`config.mk`:
```
export PLATFORM = sky130hd
export DESIGN_NAME = ras_shadow_stack_mc
export DESIGN_NICKNAME = d
export VERILOG_FILES = /design/src/rtl/ras_shadow_stack_mc.sv
export SDC_FILE = /design/constraint.sdc
export NUM_CORES = 1
export LEC_CHECK = 0
export ABC_AREA = 1
export CAP_MARGIN = 20
export CORE_AREA = 2 2 282 284
export DETAILED_ROUTE_END_ITERATION = 7
export DIE_AREA = 0 0 284 286
export DONT_BUFFER_PORTS = 1
export GPL_ROUTABILITY_DRIVEN = 0
export PLACE_DENSITY = 0.49
export SETUP_SLACK_MARGIN = 0.4
export SYNTH_ARGS = -nofsm -noshare
export SYNTH_HDL_FRONTEND = slang
export SYNTH_SLANG_ARGS = --single-unit
```
`constraint.sdc`:
```
create_clock -name clk -period 5.2 [get_ports clk]
set_input_delay 0.52 -clock clk [delete_from_list [all_inputs] [get_ports clk]]
set_output_delay 0.52 -clock clk [all_outputs]
set_load 0.03 [all_outputs]
```
`src/rtl/ras_shadow_stack_mc.sv`:
```
// ras_shadow_stack_mc
//   Multi-context return-address shadow stack with hardware return checking.
//   A call pushes its return address onto the stack of the selected context.
//   A return pops that stack and compares the popped value with the actual
//   return target. The pass/violation result is registered and appears one
//   cycle later. One instance serves NUM_CTX harts or privilege contexts.
//
// Optional feature: define RAS_SS_LOCK_EN to add a per-context lock FSM
//   (NORMAL -> LOCKED on a violation). A locked context ignores push and pop.
//   Only i_flush on that context, or rst, unlocks it.
//
// Ports
//   clk, rst     clock; synchronous active-high reset
//   i_ctx        context used for this cycle's operation and status outputs
//   i_push       call: push i_push_data
//   i_pop        return: pop and check against i_pop_addr
//   i_flush      empty the selected context, clear its lost counter and lock
//   o_chk_*      registered check result (valid/ok)
//   o_violation  registered one-cycle violation pulse, context in o_viol_ctx
//   o_top, o_count, o_full, o_empty, o_overflow, o_locked
//                combinational status of the selected context
module ras_shadow_stack_mc #(
   parameter int unsigned DATA_W   = 32,
   parameter int unsigned DEPTH    = 8,
   parameter int unsigned NUM_CTX  = 2,
   parameter int unsigned OVF_MODE = 0,
   parameter int unsigned LOST_W   = 8,
   localparam int unsigned CTX_W   = (NUM_CTX > 1) ? $clog2(NUM_CTX) : 1,
   localparam int unsigned CNT_W   = $clog2(DEPTH + 1)
) (
   input  logic              clk,
   input  logic              rst,
   input  logic [CTX_W-1:0]  i_ctx,
   input  logic              i_push,
   input  logic [DATA_W-1:0] i_push_data,
   input  logic              i_pop,
   input  logic [DATA_W-1:0] i_pop_addr,
   input  logic              i_flush,
   output logic              o_chk_valid,
   output logic              o_chk_ok,
   output logic              o_violation,
   output logic [CTX_W-1:0]  o_viol_ctx,
   output logic [DATA_W-1:0] o_top,
   output logic [CNT_W-1:0]  o_count,
   output logic              o_full,
   output logic              o_empty,
   output logic              o_overflow,
   output logic              o_locked
);

   localparam int unsigned PTR_W = $clog2(DEPTH);
   localparam logic [CNT_W-1:0] DEPTH_C = CNT_W'(DEPTH);
   localparam logic [PTR_W-1:0] LAST_P  = PTR_W'(DEPTH - 1);

   logic [DATA_W-1:0] mem  [NUM_CTX][DEPTH];
   logic [PTR_W-1:0]  wptr [NUM_CTX];
   logic [CNT_W-1:0]  cnt  [NUM_CTX];
   logic [LOST_W-1:0] lost [NUM_CTX];
   logic [NUM_CTX-1:0] locked_vec;

   logic              ctx_valid;
   logic [CTX_W-1:0]  sel;
   logic [PTR_W-1:0]  sel_wptr, top_idx, wptr_inc;
   logic [CNT_W-1:0]  sel_cnt;
   logic [LOST_W-1:0] sel_lost;
   logic              sel_locked;
   logic [DATA_W-1:0] sel_top;
   logic              is_empty, is_full;

   logic              act, do_flush, do_push, do_pop;
   logic [PTR_W-1:0]  nxt_wptr, wr_idx;
   logic [CNT_W-1:0]  nxt_cnt;
   logic [LOST_W-1:0] nxt_lost;
   logic              wr_en;
   logic              chk_valid_d, chk_ok_d, viol_d;

   // Out-of-range contexts read from context 0 but every effect is gated.
   assign ctx_valid  = (32'(i_ctx) < NUM_CTX);
   assign sel        = ctx_valid ? i_ctx : '0;
   assign sel_wptr   = wptr[sel];
   assign sel_cnt    = cnt[sel];
   assign sel_lost   = lost[sel];
   assign sel_locked = locked_vec[sel];
   assign top_idx    = (sel_wptr == '0) ? LAST_P : sel_wptr - 1'b1;
   assign wptr_inc   = (sel_wptr == LAST_P) ? '0 : sel_wptr + 1'b1;
   assign sel_top    = mem[sel][top_idx];
   assign is_empty   = (sel_cnt == '0);
   assign is_full    = (sel_cnt == DEPTH_C);

   always_comb begin
      do_flush    = ctx_valid & i_flush;
      act         = ctx_valid & ~i_flush & ~sel_locked;
      do_push     = act & i_push;
      do_pop      = act & i_pop;
      nxt_wptr    = sel_wptr;
      nxt_cnt     = sel_cnt;
      nxt_lost    = sel_lost;
      wr_en       = 1'b0;
      wr_idx      = sel_wptr;
      chk_valid_d = 1'b0;
      chk_ok_d    = 1'b0;
      viol_d      = 1'b0;
      if (do_flush) begin
         nxt_wptr = '0;
         nxt_cnt  = '0;
         nxt_lost = '0;
      end else if (do_pop) begin
         chk_valid_d = 1'b1;
         if (!is_empty) begin
            chk_ok_d = (sel_top == i_pop_addr);
            if (do_push) begin
               // Tail call: the checked top is replaced in place.
               wr_en  = 1'b1;
               wr_idx = top_idx;
            end else begin
               nxt_wptr = top_idx;
               nxt_cnt  = sel_cnt - 1'b1;
            end
         end else begin
            // Empty pop: a return whose entry was lost is unverifiable, not bad.
            if (sel_lost != '0) begin
               chk_ok_d = 1'b1;
               nxt_lost = sel_lost - 1'b1;
            end
            if (do_push) begin
               wr_en    = 1'b1;
               nxt_wptr = wptr_inc;
               nxt_cnt  = CNT_W'(1);
            end
         end
         viol_d = ~chk_ok_d;
      end else if (do_push) begin
         if (!is_full) begin
            wr_en    = 1'b1;
            nxt_wptr = wptr_inc;
            nxt_cnt  = sel_cnt + 1'b1;
         end else begin
            if (sel_lost != '1) begin
               nxt_lost = sel_lost + 1'b1;
            end
            // Ring mode: when full, wptr addresses the oldest entry.
            if (OVF_MODE == 1) begin
               wr_en    = 1'b1;
               nxt_wptr = wptr_inc;
            end
         end
      end
   end

   always_ff @(posedge clk) begin
      if (rst) begin
         for (int unsigned c = 0; c < NUM_CTX; c++) begin
            wptr[c] <= '0;
            cnt[c]  <= '0;
            lost[c] <= '0;
            for (int unsigned d = 0; d < DEPTH; d++) begin
               mem[c][d] <= '0;
            end
         end
         o_chk_valid <= 1'b0;
         o_chk_ok    <= 1'b0;
         o_violation <= 1'b0;
         o_viol_ctx  <= '0;
      end else begin
         if (ctx_valid) begin
            wptr[sel] <= nxt_wptr;
            cnt[sel]  <= nxt_cnt;
            lost[sel] <= nxt_lost;
         end
         if (wr_en) begin
            mem[sel][wr_idx] <= i_push_data;
         end
         o_chk_valid <= chk_valid_d;
         o_chk_ok    <= chk_ok_d;
         o_violation <= viol_d;
         o_viol_ctx  <= viol_d ? i_ctx : '0;
      end
   end

`ifdef RAS_SS_LOCK_EN
   typedef enum logic {LK_NORMAL, LK_LOCKED} lock_state_e;
   lock_state_e lk_state [NUM_CTX];
   lock_state_e lk_next  [NUM_CTX];

   always_ff @(posedge clk) begin
      if (rst) begin
         for (int unsigned c = 0; c < NUM_CTX; c++) begin
            lk_state[c] <= LK_NORMAL;
         end
      end else begin
         lk_state <= lk_next;
      end
   end

   always_comb begin
      lk_next = lk_state;
      for (int unsigned c = 0; c < NUM_CTX; c++) begin
         if (ctx_valid && (sel == CTX_W'(c))) begin
            if (i_flush) begin
               lk_next[c] = LK_NORMAL;
            end else if (viol_d) begin
               lk_next[c] = LK_LOCKED;
            end
         end
      end
   end

   always_comb begin
      locked_vec = '0;
      for (int unsigned c = 0; c < NUM_CTX; c++) begin
         locked_vec[c] = (lk_state[c] == LK_LOCKED);
      end
   end
`else
   assign locked_vec = '0;
`endif

   assign o_top      = (ctx_valid && !is_empty) ? sel_top : '0;
   assign o_count    = ctx_valid ? sel_cnt : '0;
   assign o_full     = ctx_valid & is_full;
   assign o_empty    = ctx_valid & is_empty;
   assign o_overflow = ctx_valid & (sel_lost != '0);
   assign o_locked   = ctx_valid & sel_locked;

endmodule

```
**Word level (Yosys, flattened, before mapping)**

Memories as Yosys holds them, arrays and structs flattened.
Cells that the tools add are included.

- Eq/ne operators: 4
- Multiplexer cells: 64
- Magnitude comparators: 4
- Add/subtract/negate cells: 6
- Reductions and logical operators: 11
- Bitwise operators: 10

Operators with widths:

| cell | count |
|---|---|
| 2-to-1 mux 256 bit | 3 |
| OR reduction 256 bit | 1 |
| 2-to-1 mux 32 bit | 4 |
| binary-select mux 32 bit (select 3 bit) | 1 |
| demux 32 bit (select 3 bit) | 1 |
| 2-to-1 mux 8 bit | 8 |
| 2-to-1 mux 3 bit | 14 |
| equality test 32 bit | 1 |
| 2-to-1 mux 4 bit | 8 |
| 2-to-1 mux 1 bit | 25 |
| adder 8 x 1 -> 8 bit (second input constant) | 1 |
| greater-or-equal comparator 4 bit (second input constant) | 2 |
| != test 8 bit (second input constant) | 1 |
| NOT 3 -> 4 bit | 2 |
| nonzero test 8 bit | 1 |
| OR reduction 8 bit | 1 |
| subtractor 8 x 1 -> 8 bit (second input constant) | 1 |
| OR reduction 3 bit | 2 |
| NOT 1 bit | 5 |
| adder 4 x 1 -> 4 bit (second input constant) | 1 |
| equality test 4 bit (second input constant) | 1 |
| logical NOT 4 bit | 1 |
| < comparator 4 x 1 -> 1 bit (second input constant) | 1 |
| OR reduction 2 bit | 2 |
| 9 further kinds | 11 |

- Logic and storage cells: 107
- Input port bits: 70
- Bits in registers: 4
- Output and inout bits: 44
- Memories: 4
- Bits in writable memories: 542

Memory list:

| name | depth | width | read ports | clocked after Yosys merged registers in | write ports | RTL line | text |
|---|---|---|---|---|---|---|---|
| mem | 2 | 256 | 1 | 0 | 2 | 55 | `logic [DATA_W-1:0] mem [NUM_CTX][DEPTH];` |
| lost | 2 | 8 | 1 | 0 | 2 | 58 | `logic [LOST_W-1:0] lost [NUM_CTX];` |
| cnt | 2 | 4 | 1 | 0 | 2 | 57 | `logic [CNT_W-1:0] cnt [NUM_CTX];` |
| wptr | 2 | 3 | 1 | 0 | 2 | 56 | `logic [PTR_W-1:0] wptr [NUM_CTX];` |

**Logic depth before layout (Yosys ltp)**

- Depth in word-level cells: 17
- Depth in mapped cells: 26
- Mapped depth without buffers: 22

**Least setup slack after synthesis**

OpenSTA, ideal clock, no wires.

- Path kind: input to register
- Start point: input port i_ctx
- End point: memory mem[0][0] (netlist bit), enable pin
- Setup time: 421 ps
- Path buffers: 3
- Path slack: 626 ps
- Data required time: 4779 ps
- Stages on the path: 17
- Arrival: 4153 ps
- Path through: inv_2 > buf_4 > buf_2 > buf_1 > nand2_1 > nand2_1 > inv_1 > ha_1 > nand3_4 > inv_2 > nor2_4 > nand2_2 > o21ai_2 > inv_2 > nor3_2 > nor2_1 > nor2_1

RTL lines:

| what | RTL line | text |
|---|---|---|
| start: declaration | 33 | `input logic [CTX_W-1:0] i_ctx,` |
| end: declaration | 55 |  |

**Worst setup path in the final report**

- Start point: memory wptr[1][0] (netlist bit)
- End point: output port o_top[27]

- Cells in the longest elaborated chain, start to end: 8
- Elaborated cells on any way between the ends: 9
- Those cells by class: add/sub: 1; mux: 5; bitwise: 1; reduce/logical: 1; memory: 1

Ends and longest elaborated chain:

| what | RTL line | text |
|---|---|---|
| start: declaration | 56 |  |
| memory read (2 x 3 bit) (*) | -- |  |
| subtractor 3 x 1 -> 3 bit or logical NOT 3 bit (tied branches) | 84 | `assign top_idx = (sel_wptr == '0) ? LAST_P : sel_wptr - 1'b1;` |
| 2-to-1 mux 3 bit (*) | 84 |  |
| NOT 3 -> 4 bit (implied by the code) (*) | 86 | `assign sel_top = mem[sel][top_idx];` |
| binary-select mux 32 bit (select 3 bit) (*) | 86 |  |
| 2-to-1 mux 32 bit (implied by the code) (*) (2 in series) | 86 |  |
| 2-to-1 mux 32 bit (*) | 218 | `assign o_top = (ctx_valid && !is_empty) ? sel_top : '0;` |
| end: declaration | 43 | `output logic [DATA_W-1:0] o_top,` |

Every way passes the cells marked *; elsewhere a longest branch is shown, timed or not. The select of a mux whose other input is x is not followed.

==> summary.md <==
| Metric | Value |
|---|---|
| Status | completed |
| Worst slew pin tran | 1009 ps |
| CP max-delay cell | a21oi_1 |
| CTS buffer count | 58 |
| Initial antenna violation count | 6 |
| Final Hold Fails | 0 |
| Clock Sinks | 546 |
| Final worst slack | 802.8 ps |
| Final TNS setup | 0 ps |
| Crit. End Element | output port |
| DR vias | 19410 |
| Final hold slack | 90.79 ps |
| CP max stage delay | 510 ps |
| Synth warn | 0 |
| Max_cap viols | 0 |
| Clock insertion delay at the later pin of the skew report | 640 ps |
| CTS resizes | 0 |
| Sequential share of the synthesized area | 63.78% |
| Synth Instances | 2751 |
| Total power | 11320 µW |
| RSZ-0062 raised after global routing | no |
| Hold endpoint | o_viol_ctx$_SDFF_PP0_ |
| Asr flop ratio synth | 0% |
| Gr usage total | 20.94% |
| TritonCTS clock tree | done |
| Slew Limit Fails | 0 |
| Share of layout cells above drive strength 1 | 8.417% |
| Chip height | 286 µm |
| Startpoint Class | flop |
| Hold_buf cts | 1 |
| Area grow syn2layout | 13.80% |
| # port buffers | 0 |
| Multi-input gate area | 8234 µm² |
| Die area | 81220 µm² |
| Largest net degree at the start of global routing | 167 |
| Clk buf depth | 3 |
| Main synth FF type | edfxtp_1 |
| Worst R2R Start | wptr[1][0]$_SDFFCE_PN0P_ |
| Final WL | 86750 µm |
| Static leakage | 0.01179 µW |
| Initial core utilization | 32.73% |
| Die width | 284 µm |
| FF+latch area | 16360 µm² |
| # Post-CTS Setup Buffers | 0 |
| I/O Pins | 114 |
| Critical path cell sequence | buf_4, inv_1, nand2_1, nand2_4, ha_4, inv_6, buf_4, nand2_1, nand2_1, nand2_1, nand3_1, nand3_1, a21oi_1, buf_4 |
| Row Count | 103 |
| Final period util | 84.56% |
| R2R setup slack | 1310 ps |
| Peak supply drop | 0.0002454 V |
| Clock transition at the registers of the reported paths | 60 ps |
| Number of nets in the layout | 2826 |
| Iteration-0 DRC Markers | 1855 |
| First-pass DRT Iterations | 5 |
| FILL cells | 7930 |
| DRC | 0 |
| Worst r2r path cells | 21 |
| Tmin final | 4397 ps |
| CTS H-Tree Depth | 2 |
| Setup CP Type | reg2out |
| Core ar. | 78360 µm² |
| Hold path start | rst |
| Worst slack, placed | 771.0 ps |
| Critical path's most frequent cell | nand2_1 |
| PD cells | 387.9 nW/µm² |
| Flops & latches, synth | 546 |
| Unique masters post-synth | 41 |
| Post-synthesis net count | 2829 |
| Tightest Hold Check Type | in2reg |
| Root buf cell | clkbuf_16 |
| Detail Placement HPWL | 49410 µm |
| Hold path depth | 3 |
| Req. time, crit path | 4680 ps |
| GR Overflow Total | 0 |
| Endpoints failing setup | 0 |
| Fmax | 0.2274 GHz |
| Critical-path maximum fanout | 45 |
| Via/cell ratio | 5.050 |
| Crit. Startpoint | wptr[1][0]$_SDFFCE_PN0P_ |
| Layout Skew | 32.77 ps |
| Vias in the first global route | 18230 |
| Avg Synthesized Cell Area | 9.322 µm² |
| Synthesized area | 25650 µm² |
| Post-DR wirelength/cell | 22.57 µm |
| Reg-to-Reg End | o_viol_ctx$_SDFF_PP0_ |
| Global-route wire length before repair | 125600 µm |
| Number of synthesized flops with an enable pin | 542 |
| Antenna viol nets, final | 0 |
| Slew headroom | 32.75% |
| Data arrival, critical path | 3880 ps |
## metrics by stage
| stage | utilization [%] | cell area, µm² | cells |
|---|---|---|---|
| 2_1_floorplan | - | 25650 | 2751 |
| 3_3_place_gp | 34.70 | 27190 | 3736 |
| 3_5_place_dp | 34.70 | 27190 | 3736 |
| 4_1_cts | 37.20 | 29150 | 3841 |
| 5_1_grt | 37.25 | 29180 | 3844 |
| 6_report | 37.25 | 29180 | 3844 |
## cells in the mapped netlist (8+ instances only)
| cell | n | area share (%) |
|---|---|---|
| buf_4 | 13 | 0.38 |
| inv_1 | 107 | 1.6 |
| nor3_1 | 12 | 0.23 |
| o21ai_0 | 126 | 2.5 |
| buf_1 | 14 | 0.20 |
| inv_2 | 13 | 0.19 |
| nand3b_1 | 14 | 0.41 |
| a21oi_1 | 65 | 1.3 |
| clkbuf_1 | 53 | 0.78 |
| o211ai_1 | 11 | 0.32 |
| nand2_1 | 886 | 13 |
| nor2_1 | 571 | 8.4 |
| ha_1 | 8 | 0.39 |
| nand3_1 | 178 | 3.5 |
| edfxtp_1 | 542 | 63 |
| buf_2 | 71 | 1.4 |
## report_power, final
group          switching (µW)  total, µW  internal [µW]
Clock                    1780       4330           2550
Combinational            1360       1830            467
Sequential               62.6       5160           5100
## cells in the final DEF (no fill, tap or decap), types with 6 or more instances in the layout
| cell type | instances |
|---|---|
| nand2_1 | 874 |
| nor2_1 | 562 |
| edfxtp_1 | 542 |
| nand3_1 | 178 |
| o21ai_0 | 126 |
| inv_1 | 106 |
| buf_4 | 75 |
| a21oi_1 | 65 |
| clkbuf_16 | 60 |
| nand2_2 | 16 |
| clkinv_1 | 14 |
| nand3b_1 | 14 |
| inv_2 | 12 |
| nor3_1 | 12 |
| clkbuf_1 | 12 |
| buf_12 | 12 |
| o211ai_1 | 11 |
| nor2_4 | 10 |
| clkinv_2 | 10 |
| bufinv_16 | 9 |
| xor2_1 | 7 |
| ha_1 | 7 |
| o21ai_2 | 6 |
| o21ai_1 | 6 |
## routing by layer
layer  part of all wire (%)  routed length (µm)  up-vias  GRT usage [%]
met5                  0.044                  38        -              0
met4                    3.1                2710        6          6.750
met3                    7.7                6675      137          4.035
met2                     47               40870      760          34.36
met1                     42               36460     9436          27.96
li1                       -                   -     9072              -
## logic make-up (layout without fill, tap and decap cells)
kind of cell / Yosys count / count (layout) / synth area share (%)
xor gates and xnor gates: 9 / 9 / 0.3074
and+or+nand+nor: 1690 / 1690 / 26.32
AOI/OAI and AO/OA: 220 / 220 / 4.571
other: 1 / 3 / 0.01462
buffers and inverters: 277 / 318 / 4.620
adders and majority gates: 8 / 8 / 0.3903
DFF: 546 / 546 / 63.78
## registers in the layout (all words and copies together), names as in the netlist
signal and count:
o_violation 1, o_viol_ctx 1, cnt 8, mem 512
o_chk_valid 1, wptr 6, lost 16, o_chk_ok 1
## how the worst max path moves through the flow
| stage | slack, ps | end | cells past startpoint |
|---|---|---|---|
| 2_1_floorplan | 630 | mem[0][0]$_SDFFCE_PN0P_ | 17 |
| 4_1_cts | 840 | o_top[27] | 14 |
| 5_1_grt | 570 | o_top[27] | 14 |
| 6_report | 800 | o_top[27] | 14 |
| 3_3_place_gp | 810 | o_viol_ctx$_SDFF_PP0_ | 22 |
| 3_5_place_dp | 770 | o_viol_ctx$_SDFF_PP0_ | 21 |
## final cells by class
cell class                 instances  share of cell area (%)
clock inverter                    32                   1.402
tap                             1050                   4.502
clock buffer                      72                   5.299
antenna                            2                 0.01715
inverter                         125                   1.642
sequential                       546                   56.04
multi-input combinational       1928                   28.21
timing repair buffer              89                   2.881
## critical path: cells and delay by family, from the launching register on
kind	cells	cell delay (ps)
adder cells (fa/ha/maj)	1	380
flip-flops	1	320
AND/OR/NAND/NOR	7	670
AO/OA/AOI/OAI	1	510
buffers and inverters	5	1330
No activity file was read; power rests on OpenSTA's default activity.
